**src/rtl/instr_fetch.sv**
```systemverilog
// Instruction-fetch responder: reads opcode/arg1/arg2 as three consecutive bytes
// from 1-cycle-latency program memory and presents them with a valid/ready handshake.
//
// state | meaning
// IDLE  | waiting for fetch_req
// ISSUE | three read cycles at pc, pc+1, pc+2 (cnt = byte index)
// DRAIN | no read; last byte returning from memory is captured
// VALID | instruction held on op_code/arg1/arg2 until transferred
module instr_fetch #(
    parameter int ADDR_W = 8
) (
    input  logic              clk,
    input  logic              rst_n,
    input  logic              fetch_req,
    input  logic [ADDR_W-1:0] fetch_pc,
    input  logic              flush,
    output logic              busy,
    output logic              mem_rd,
    output logic [ADDR_W-1:0] mem_addr,
    input  logic [7:0]        mem_rdata,
    output logic              instr_valid,
    input  logic              instr_ready,
    output logic [7:0]        op_code,
    output logic [7:0]        arg1,
    output logic [7:0]        arg2
);

    localparam logic [1:0] IDLE  = 2'd0;
    localparam logic [1:0] ISSUE = 2'd1;
    localparam logic [1:0] DRAIN = 2'd2;
    localparam logic [1:0] VALID = 2'd3;

    logic [1:0]        state;
    logic [1:0]        cnt;
    logic [ADDR_W-1:0] pc;
    logic              start;

    assign start       = fetch_req && ((state == IDLE) || ((state == VALID) && instr_ready));
    assign busy        = (state == ISSUE) || (state == DRAIN);
    assign instr_valid = (state == VALID);

    always_ff @(posedge clk or negedge rst_n) begin
        if (!rst_n) begin
            state    <= IDLE;
            cnt      <= 2'd0;
            pc       <= '0;
            mem_rd   <= 1'b0;
            mem_addr <= '0;
            op_code  <= 8'h00;
            arg1     <= 8'h00;
            arg2     <= 8'h00;
        end else if (flush) begin
            // Abort wins over everything; the last delivered instruction bytes stay visible.
            state  <= IDLE;
            cnt    <= 2'd0;
            mem_rd <= 1'b0;
        end else begin
            case (state)
                IDLE, VALID: begin
                    if (start) begin
                        pc       <= fetch_pc;
                        cnt      <= 2'd0;
                        mem_rd   <= 1'b1;
                        mem_addr <= fetch_pc;
                        state    <= ISSUE;
                    end else if ((state == VALID) && instr_ready) begin
                        state <= IDLE;
                    end
                end
                ISSUE: begin
                    // Data for the address issued in the previous cycle is on mem_rdata now.
                    case (cnt)
                        2'd1:    op_code <= mem_rdata;
                        2'd2:    arg1    <= mem_rdata;
                        default: ;
                    endcase
                    if (cnt == 2'd2) begin
                        mem_rd <= 1'b0;
                        state  <= DRAIN;
                    end else begin
                        cnt      <= cnt + 2'd1;
                        mem_addr <= pc + ADDR_W'(cnt + 2'd1);
                    end
                end
                DRAIN: begin
                    arg2  <= mem_rdata;
                    state <= VALID;
                end
                default: state <= IDLE;
            endcase
        end
    end

endmodule

```
**config.mk**
```make
export PLATFORM = sky130hd
export DESIGN_NAME = instr_fetch
export DESIGN_NICKNAME = d
export VERILOG_FILES = /design/src/rtl/instr_fetch.sv
export SDC_FILE = /design/constraint.sdc
export NUM_CORES = 1
export LEC_CHECK = 0
export CAP_MARGIN = 25
export CORE_ASPECT_RATIO = 0.75
export CORE_MARGIN = 1.5
export CORE_UTILIZATION = 60
export CTS_CLUSTER_DIAMETER = 30
export CTS_CLUSTER_SIZE = 12
export DETAILED_ROUTE_END_ITERATION = 8
export DONT_BUFFER_PORTS = 1
export PLACE_DENSITY = 0.79
export SLEW_MARGIN = 10
export SYNTH_ARGS = -nofsm -noshare
export SYNTH_HDL_FRONTEND = slang
export SYNTH_SLANG_ARGS = --single-unit
```
**constraint.sdc**
```tcl
create_clock -name clk -period 3.2 [get_ports clk]
set_input_delay 0.64 -clock clk [delete_from_list [all_inputs] [get_ports clk]]
set_output_delay 0.64 -clock clk [all_outputs]
set_load 0.02 [all_outputs]
```
==> results.yml <==
run_status:
  status: "completed"
route:
  wire_per_inst_um: 18.6
  drt_iter0_drc: 73
  viasPerCell: 6.14
  first_pass_iters: 4
  route.vias.total: 1425
  drc: 0
  drt-total-wl_mm: 4.31
  ant_nets: 0
critical_path:
  arrival_ns: 2.63
  crit_type: "reg -> reg"
  worst-path-max-fanout: 20
  cp_slowest_cell: "ha_1"
  worst_setup_path_end_kind: "flop"
  startpoint_type: "flop"
  path_cells: "inv_1, ha_1, or2b_1, a21o_1, nor2_1, mux2_2"
  cp.required_ns: 3.37
  slowest_delay_ns: 0.54
yosys:
  synth_compound_area_frac: 0.0994
  synth_edf_count: 0
  yosysTopAreaCellShare: 0.517
  ys_types: 38
  syn_avg_cell_area_um2: 11.5
  ys.flop_type: "dfrtp_1"
  synth_top_family_by_area: "multiplexers"
  syn_inst: 190
  synth_xor_xnor_area_share: 0.0241
  synth_seq_area_share: 0.517
  synth_area_leader_cell: "dfrtp_1"
  ys_top_cells_by_area: "dfrtp_1, mux2_2, nand2_1"
  yosysWarnings: 0
  synthArstFlopShare: 1.00
  syn_nets: 220
  ys_ff_latch: 45
  synthAdderAreaFrac: 0.0552
  netlist_area_um2: 2180
  synthSimpleGateAreaFrac: 0.125
  synth.area.mux_share: 0.150
timing:
  period_needed_ns: 2.45
  fmax_mhz: 408
  hold_viol_final: 0
  worst_pin_slew_ns: 0.609
  finalSetupTns_ns: 0
  fin_crit_sh: 0.767
  relSlewSlack: 0.594
  rsz0062_at_grt: "false"
  holdWs_ns: 0.0368
  finalSetupViolCount: 0
  slew_viol_final: 0
  fin_skew_ns: 0.00473
floorplanning:
  die_area_um2: 4000
  die_y_um: 55.2
  rows: 18
  die_width_um: 72.6
  start_util: 0.644
  ios: 56
  placeableCoreArea_um2: 3380
pwr:
  finalPower_mw: 2.02
  vdd_drop_max_v: 0.000599
  leakagePower_nw: 1.07
  power.density_nw_per_um2: 884
global_routing:
  use_met2: 0.350
  grt_pass1_vias: 1416
  grt_use_met3: 0.0797
  grt_max_degree: 46
  antenna_found_initial: 0
  grt.overflow.total: 0
  grt-busiest-layer: "met2"
  grt_use_met1: 0.304
  grt_pass1_wl_mm: 6.78
  grt.total_usage: 0.227
clock_network:
  numCtsBuffers: 5
  clk-insertion-delay-late_ns: 0.29
  root_buffer: "clkbuf_8"
  cts_setup_buffers: 0
  clockBufferDepth: 2
  clock-sinks: 45
  clk_pin_slew_ns: 0.08
  tritoncts: "built"
  ctsHoldBuffers: 0
  cts_max_level: 2
  ctsResizeCount: 0
final_layout:
  n_antenna_cell: 0
  fin_nets: 221
  final_common_cell: "dfrtp_1"
  drive_gt1_frac: 0.208
  multiInputGateArea_um2: 988
  post_layout_nonfiller_instances: 232
  final-seq-area_um2: 1130
  mostFrequentLayoutCells: "dfrtp_1, nand2_1, mux2_2"
  areaGrowthSynthToFinish_pct: 4.77
  nFillCells: 257
  postLayoutCellArea_um2: 2280
place:
  place_inst: 224
  io_buffers: 0
  place_area_um2: 2200
  dpl.hpwl_mm: 3.23
  gp_congestion: 0.879
job:
  cap_violations: 0
worst_hold_path:
  min_path_type: "in -> async"
[stage by stage]
| step | utilization | setup slack, ns |
|---|---|---|
| final | 0.675 | 0.746 |
| after global routing | 0.675 | 0.595 |
| after CTS | 0.675 | 0.762 |
| after detailed placement | 0.651 | 0.782 |
| after global placement | 0.651 | 0.929 |
| after floorplan | - | 1.06 |
[power breakdown]
group | total (mW) | switching (mW) | internal [mW]
logic | 0.553 | 0.278 | 0.275
clock network | 0.331 | 0.179 | 0.151
registers | 1.13 | 0.359 | 0.773
total | 2.02 | 0.817 | 1.20
[layout make-up]
| class | instances | share of cell area |
|---|---|---|
| multi-input cells | 131 | 0.433 |
| clock buffers | 6 | 0.0318 |
| well taps | 40 | 0.0219 |
| inverters | 7 | 0.0115 |
| clock inverters | 2 | 0.00439 |
| flip-flops and latches | 45 | 0.494 |
| repair buffers | 1 | 0.00329 |
[synth_stat cells (2+ instances only)]
cell type	n
a21oi_1	7
a21o_1	3
buf_2	2
dfrtp_1	45
nor3_1	2
a22o_1	2
o21bai_1	2
clkbuf_1	3
ha_1	8
nand2_1	31
inv_1	7
mux2_2	29
or4b_1	3
nor2b_1	4
o21ai_0	6
o211ai_1	5
nor2_1	6
xor2_1	5
[critical path: cells and delay by family, from the launching register on]
kind                       cells  cell delay (ns)
muxes                          1             0.38
DFF                            1             0.44
and+or+nand+nor                2             0.63
buffers and inverters          1             0.10
AOI/OAI and AO/OA              1             0.25
adders and majority gates      1             0.54
[flip-flops by register name, indices dropped and copies added (netlist names)]
| signal | flops |
|---|---|
| mem_rd | 1 |
| arg1 | 8 |
| op_code | 8 |
| cnt | 2 |
| mem_addr | 8 |
| pc | 8 |
| arg2 | 8 |
| state | 2 |
[path summary, 6_finish.rpt]
check | cells after the start | from | slack (ns) | to
worst max register to register | 6 | state[1] | 0.75 | mem_addr[2]
worst min-delay path | 0 | rst_n | 0.04 | pc[7]
worst min register to register | 1 | pc[0] | 0.53 | pc[0]
worst max-delay path | 6 | state[1] | 0.75 | mem_addr[2]
min in group clk | 1 | flush | 0.43 | cnt[0]
max in group asynchronous | 0 | rst_n | 3.07 | mem_addr[2]
[cell families (layout without fill, tap and decap cells)]
family | Yosys count | in the layout
compound gates | 32 | 32
simple gates | 55 | 55
xor+xnor | 6 | 6
flops | 45 | 45
buf+inv | 14 | 16
mux | 29 | 29
fa+ha+maj | 9 | 9
[metal layers]
metal | routed length [um] | vias to the layer above
met4 | 35 | 0
li1 | - | 660
met2 | 1960 | 45
met1 | 2030 | 714
met5 | 0 | -
met3 | 291 | 6
(Power assumes the default switching activity.)
